### config.mk
export PLATFORM = sky130hd
export DESIGN_NAME = priv_timer_irq_src
export DESIGN_NICKNAME = d
export VERILOG_FILES = /design/src/rtl/priv_timer_irq_src.sv
export SDC_FILE = /design/constraint.sdc
export NUM_CORES = 1
export LEC_CHECK = 0
export CORE_MARGIN = 4
export CORE_UTILIZATION = 45
export CTS_CLUSTER_SIZE = 8
export DETAILED_ROUTE_END_ITERATION = 10
export DONT_BUFFER_PORTS = 1
export PLACE_DENSITY = 0.7
export SETUP_SLACK_MARGIN = 0.15
export SYNTH_ARGS = -nofsm -noshare
export SYNTH_HDL_FRONTEND = slang
export SYNTH_SLANG_ARGS = --single-unit
### constraint.sdc
create_clock -name CLK -period 5.3 [get_ports CLK]
set_clock_uncertainty 0.15 [all_clocks]
set_input_delay 1.59 -clock CLK [delete_from_list [all_inputs] [get_ports CLK]]
set_output_delay 1.59 -clock CLK [all_outputs]
set_load 0.005 [all_outputs]
### src/rtl/priv_timer_irq_src.sv
// priv_timer_irq_src: mtime/mtimecmp/msip register window with a two-cycle bus FSM,
// producing machine timer/software/external interrupt sources and their fall-clear pulses.
module priv_timer_irq_src #(
    parameter int unsigned TICK_DIV  = 1,
    parameter logic [31:0] BASE_ADDR = 32'h0200_0000
) (
    input  logic        CLK,
    input  logic        nRST,
    input  logic [31:0] addr,
    input  logic [31:0] wdata,
    input  logic [3:0]  byte_en,
    input  logic        ren,
    input  logic        wen,
    output logic [31:0] rdata,
    output logic        busy,
    input  logic        ext_irq_async,
    output logic        timer_int_m,
    output logic        soft_int_m,
    output logic        ext_int_m,
    output logic        clear_timer_int_m,
    output logic        clear_soft_int_m,
    output logic        clear_ext_int_m
);
    typedef enum logic {IDLE, ACCESS} state_t;
    localparam logic [15:0] DIV_LAST = 16'(TICK_DIV - 1);
    state_t      r_state;
    logic [15:0] r_presc;
    logic [63:0] r_mtime;
    logic [63:0] r_mtimecmp;
    logic        r_msip;
    logic        r_timer;
    logic        r_sync1;
    logic        r_sync2;
    logic [2:0]  r_int_d;
    logic [2:0]  r_clr;
    logic [31:0] w_off;
    logic [31:0] w_rd;
    logic [2:0]  w_int;
    logic        w_wr;
    logic        w_tick;
    logic        w_wr_msip;
    logic        w_wr_cmp_lo;
    logic        w_wr_cmp_hi;
    logic        w_wr_mt_lo;
    logic        w_wr_mt_hi;

    function automatic logic [31:0] merge(input logic [31:0] old, input logic [31:0] d,
                                          input logic [3:0] be);
        logic [31:0] m;
        for (int i = 0; i < 4; i++) m[8*i +: 8] = be[i] ? d[8*i +: 8] : old[8*i +: 8];
        return m;
    endfunction

    assign w_off       = addr - BASE_ADDR;
    assign w_wr        = (r_state == ACCESS) && wen;
    assign w_tick      = r_presc == DIV_LAST;
    assign w_wr_msip   = w_wr && w_off == 32'h0000_0000;
    assign w_wr_cmp_lo = w_wr && w_off == 32'h0000_4000;
    assign w_wr_cmp_hi = w_wr && w_off == 32'h0000_4004;
    assign w_wr_mt_lo  = w_wr && w_off == 32'h0000_BFF8;
    assign w_wr_mt_hi  = w_wr && w_off == 32'h0000_BFFC;
    assign w_int       = {r_timer, r_msip, r_sync2};

    always_comb begin
        w_rd = w_off == 32'h0000_0000 ? {31'b0, r_msip} :
               w_off == 32'h0000_4000 ? r_mtimecmp[31:0] :
               w_off == 32'h0000_4004 ? r_mtimecmp[63:32] :
               w_off == 32'h0000_BFF8 ? r_mtime[31:0] :
               w_off == 32'h0000_BFFC ? r_mtime[63:32] : 32'h0;
        rdata = (r_state == ACCESS && ren && !wen) ? w_rd : 32'h0;
        busy  = nRST && r_state == IDLE && (ren || wen);
    end

    assign {timer_int_m, soft_int_m, ext_int_m} = w_int;
    assign {clear_timer_int_m, clear_soft_int_m, clear_ext_int_m} = r_clr;

    always_ff @(posedge CLK or negedge nRST) begin
        if (!nRST) begin
            r_state    <= IDLE;
            r_presc    <= 16'd0;
            r_mtime    <= 64'd0;
            r_mtimecmp <= '1;
            r_msip     <= 1'b0;
            r_timer    <= 1'b0;
            r_sync1    <= 1'b0;
            r_sync2    <= 1'b0;
            r_int_d    <= 3'b0;
            r_clr      <= 3'b0;
        end else begin
            r_state    <= (r_state == IDLE && (ren || wen)) ? ACCESS : IDLE;
            r_presc    <= w_tick ? 16'd0 : r_presc + 16'd1;
            // a bus write to either mtime half wins over the tick in that cycle
            r_mtime    <= (w_wr_mt_lo || w_wr_mt_hi) ?
                          {w_wr_mt_hi ? merge(r_mtime[63:32], wdata, byte_en) : r_mtime[63:32],
                           w_wr_mt_lo ? merge(r_mtime[31:0], wdata, byte_en) : r_mtime[31:0]} :
                          r_mtime + {63'b0, w_tick};
            r_mtimecmp <= {w_wr_cmp_hi ? merge(r_mtimecmp[63:32], wdata, byte_en) : r_mtimecmp[63:32],
                           w_wr_cmp_lo ? merge(r_mtimecmp[31:0], wdata, byte_en) : r_mtimecmp[31:0]};
            r_msip     <= (w_wr_msip && byte_en[0]) ? wdata[0] : r_msip;
            r_timer    <= r_mtime >= r_mtimecmp;
            r_sync1    <= ext_irq_async;
            r_sync2    <= r_sync1;
            r_int_d    <= w_int;
            r_clr      <= r_int_d & ~w_int;
        end
    end
endmodule

Word level (Yosys, flattened, before mapping)

Cells that the tools add are included.

Register bits after elaboration: 155
Word-level logic and storage cells: 89
Bits of input ports: 73
Output and inout bits: 39

Muxes and demuxes: 15
Equality and inequality tests: 10
Add/subtract/negate cells: 3
Bitwise logic cells: 3
Reduce and logical (&&, ||, !) cells: 33
$lt $le $gt $ge: 1

Operators with widths:

| operator                                            | number |
|---|---|
| 2-to-1 mux 32 bit                                   | 8 |
| adder 64 x 1 -> 64 bit                              | 1 |
| == test 32 x 15 -> 1 bit, second input constant     | 2 |
| == test 32 x 16 -> 1 bit, second input constant     | 2 |
| greater-or-equal comparator 64 bit                  | 1 |
| 2-to-1 mux 64 bit                                   | 1 |
| logical NOT 32 bit                                  | 1 |
| 2-to-1 mux 8 bit                                    | 4 |
| AND reduction 2 bit                                 | 16 |
| subtractor 32 x 26 -> 32 bit, second input constant | 1 |
| adder 16 x 1 -> 16 bit, second input constant       | 1 |
| logical NOT 16 bit                                  | 1 |
| 2-to-1 mux 16 bit                                   | 1 |
| logical AND 1 bit                                   | 12 |
| != test 2 bit, second input constant                | 6 |
| bitwise AND 3 bit                                   | 1 |
| NOT 3 bit                                           | 1 |
| logical OR 1 bit                                    | 2 |
| logical NOT 1 bit                                   | 1 |
| 2-to-1 mux 1 bit                                    | 1 |
| NOT 1 bit                                           | 1 |

Logic depth before layout (Yosys ltp)

Word-level depth: 8
Mapped depth: 15
Depth with buffers taken out: 12

Worst setup path before layout

Ideal clock, no wire load.

Kind: input-to-output
Start point: input addr[25]
End point: output rdata[10]
Cell stages on the path: 9
Buffers on the path: 1
Path slack: -0.042 ns
Arrival: 3.602 ns
Cells stage by stage: inv_1 > ha_1 > nor4b_1 > nand4b_1 > or2_1 > nor3_2 > clkbuf_1 > a222oi_1 > nor2_1

Longest elaborated chain between the ends: 8

Ends and longest elaborated chain:

| item                             | line | source |
|---|---|---|
| start, declared                  | 9    | `input logic [31:0] addr,` |
| subtractor 32 x 26 -> 32 bit (*) | 54   | `assign w_off = addr - BASE_ADDR;` |
| == test 32 x 16 -> 1 bit         | 69   | `w_off == 32'h0000_BFFC ? r_mtime[63:32] : 32'h0;` |
| 2-to-1 mux 32 bit                | 69   |  |
| 2-to-1 mux 32 bit                | 68   | `w_off == 32'h0000_BFF8 ? r_mtime[31:0] :` |
| 2-to-1 mux 32 bit                | 67   | `w_off == 32'h0000_4004 ? r_mtimecmp[63:32] :` |
| 2-to-1 mux 32 bit                | 66   | `w_off == 32'h0000_4000 ? r_mtimecmp[31:0] :` |
| 2-to-1 mux 32 bit (*)            | 65   | `w_rd = w_off == 32'h0000_0000 ? {31'b0, r_msip} :` |
| 2-to-1 mux 32 bit (*)            | 70   | `rdata = (r_state == ACCESS && ren && !wen) ? w_rd : 32'h0;` |
| end, declared                    | 14   | `output logic [31:0] rdata,` |

Mark *: on every way between the ends. The rest lies on a longest branch, timed or not.

Final worst setup path

Start point: input addr[1]
End point: output rdata[17]

Same word-level chain as after synthesis.

==> run_results.csv <==
group,metric,value,unit
status,status,"completed",
place,io_buffers,0,
cells_and_area,area_growth,10.2,%
detailed_routing,first_iter_violations,1077,
sta,fmax,194,MHz
critical_path,arrival,3.40,ns
sta,fin_crit_sh,97.0,%
sta,min_period,5.14,ns
yosys,ys_warn_count,0,
yosys,synthMostInstantiatedCell,"nand2_1",
detailed_routing,vias,9087,
clocking,clock_path_buffers,2,
clocking,cts_tree,"yes",
critical_path,setup.worst_path.start_class,"input pin",
global_route,grt_remaining_overflow,0,
yosys,synth_common_cells,"nand2_1 (97), dfrtp_1 (91), inv_1 (82), nor2_1 (73), mux2_2 (71)",
detailed_routing,post_drt_wl_per_cell,22.5,um
detailed_routing,route.detailed.drc,0,
floorplanning,die-area,25600,um^2
clocking,holdBufCountCts,0,
critical_path,timing.rr.start,"r_presc[0]",
critical_path,crit_required,3.56,ns
yosys,avgSynthCellArea,9.32,um^2
clocking,cts_buffers,17,
yosys,ys.flop_type,"dfrtp_1",
pwr,p_leak,4.58,nW
global_route,grt_pass1_vias,8803,
floorplanning,die_w,160,um
yosys,synth_simple_gate_area_share,18.9,%
critical_path,worstSetupPathType,"in -> out",
sta,worst_pin_slew,1.29,ns
yosys,yosysTopAreaCell,"dfrtp_1",
yosys,ys_ff_latch,155,
critical_path,end_kind,"output port",
sta,fin_tns_setup,0,ns
yosys,synth-compound-area-share,17.5,%
sta,max_slew_margin,13.3,%
floorplanning,rows,55,
yosys,synthAdderAreaFrac,8.31,%
cells_and_area,final_nets,1251,
place,dpl.hpwl,22800,um
yosys,synth_top_cell_area_share,21.9,%
sta,holdWs,0.198,ns
place,place_congestion,0.903,
pwr,power_density,210,nW/um^2
yosys,synthMuxAreaShare,10.4,%
hold_path,worstHoldStart,"r_sync1",
clocking,cts.sinks,155,
floorplanning,initial_utilization,45.9,%
floorplanning,io_pins,112,
global_route,grt_pass1_wl,49700,um
critical_path,rr_endpoint,"r_mtime[42]",
flow_run,drv_cap,0,
sta,setup_viol,0,
hold_path,worstHoldEndpoint,"ext_int_m",
clocking,clk_pin_slew_worst_paths,0.06,ns
yosys,synth_top_family_by_area,"simple AND/OR/NAND/NOR gates",
critical_path,critPathMaxFanout,8,
detailed_routing,viasPerCell,6.46,
yosys,synthArstFlopShare,100,%
detailed_routing,drt-pass1-iter-count,6,
sta,final_hold_viol_count,0,
yosys,synth_cell_type_count,75,
global_route,globalRouteTotalUtil,24.4,%
hold_path,min_path_cells,0,
global_route,grt_max_degree,157,
yosys,synthXorXnorAreaFrac,1.60,%
sta,drv_slew,0,
yosys,ys_seq_area_share,38.1,%
yosys,netlist_area,10400,um^2
cells_and_area,diodes,0,
floorplanning,chipHeight,160,um
hold_path,hp-class,"reg -> reg",
yosys,synth_nets,1256,
detailed_routing,wl,31600,um
yosys,synth_area_leaders,"dfrtp_1 (22%), dfstp_2 (16%), ha_1 (8.3%), mux2_2 (7.7%), nand2_1 (3.5%)",
floorplanning,core_area,22600,um^2
critical_path,rrSetupSlack,0.95,ns
pwr,ir_worst_vdd,0.195,mV
yosys,netlist_instances,1114,
sta,rsz0062_at_grt,"yes",
clocking,htree_levels,4,
cells_and_area,drive_gt1_share,19.6,%
global_route,antenna_found_initial,0,
yosys,synth_edf_count,0,
detailed_routing,antenna_left,0,
clocking,clkLatencyLatePin,0.44,ns
clocking,cts_root_buf,"clkbuf_16",
critical_path,reg2reg_depth,12,
state kept, by name, summed over array words and instances, names as in the netlist:
| name | count |
|---|---|
| ext_int_m | 1 |
| r_clr | 3 |
| r_int_d | 3 |
| r_mtime | 64 |
| r_mtimecmp | 64 |
| r_presc | 16 |
| r_state | 1 |
| r_sync1 | 1 |
| soft_int_m | 1 |
| timer_int_m | 1 |
critical path, cell delays in order:
cell,delay [ns]
or4b_4,0.53
or2_4,0.25
or2_4,0.28
nor4_4,0.15
buf_4,0.20
buf_12,0.15
a222oi_1,0.07
nor2_1,0.17
layout make-up:
cell class                 instances  area, um^2
fill                            2067       11200
multi-input combinational        822        5960
clock buffer                      24         473
sequential                       155        3960
tap                              285         357
inverter                          82         308
clock inverter                     7        68.8
timing repair buffer              31         315
logic make-up (layout without fill, tap and decap cells):
group,Yosys count,count (layout)
AOI/OAI and AO/OA,259,259
buffers and inverters,137,144
DFF,155,155
and+or+nand+nor,378,378
adders and majority gates,69,69
muxes,97,97
xor gates and xnor gates,19,19
report_power, final:
group          switching [W]  internal [W]
registers         0.00000248       0.00119
clock network       0.000502      0.000671
logic              0.0000227     0.0000194
total               0.000527       0.00188
per-layer routing:
layer | up-vias | global-route usage, % | part of all wire [%]
met5 | - | 0 | 0
met4 | 0 | 9.15 | 2.8
met3 | 47 | 6.40 | 8.6
met2 | 398 | 39.1 | 47
met1 | 4467 | 32.0 | 41
li1 | 4175 | - | -
layout by cell type (no fill, tap or decap), drive strengths merged, types with 8 or more instances in the layout:
master and count:
o21ai 70, clkbuf 24, nand3 51, ha 69
and2 16, mux2 87, a21o 12, dfstp 64
dfrtp 91, nor4 27, a222oi 31, nand4 24
o311ai 12, inv 83, a41oi 9, a31oi 21
nand2 97, and3 24, mux2i 10, nor2 74
a21oi 47, buf 31, xnor2 15, o211ai 8
nor2b 8, nor3 17
timing repair:
item | 4_1_cts | 5_1_grt
endpoints found under the setup margin | 31 | 31
pin swaps | 2 | 6
endpoints found under the hold margin | 0 | 0
gates resized for setup | 5 | 7
gates cloned | 1 | 0
buffers inserted | 3 | 1
worst max-delay path by stage:
stage               depth (start not counted)    start  slack, ns   endpoint
floorplan                                   7  addr[1]       0.21  rdata[10]
global placement                            7  addr[1]       0.09  rdata[17]
detailed placement                          7  addr[1]       0.06  rdata[17]
CTS                                         8  addr[1]       0.12  rdata[17]
global route                                8  addr[1]       0.05  rdata[17]
finish                                      8  addr[1]       0.16  rdata[17]
per-stage QoR:
step                      util (%)  instances  area, um^2  total power [W]  worst slack, ns
final                         50.5       1406       11400          0.00241            0.157
after global routing          50.5       1406       11400          0.00248           0.0533
after CTS                     50.4       1405       11400          0.00242            0.123
after detailed placement      47.8       1370       10800          0.00125           0.0574
after global placement        47.8       1370       10800          0.00125           0.0929
after floorplan                  -       1114       10400          0.00124            0.209
Power figures use the tool's default switching activity.
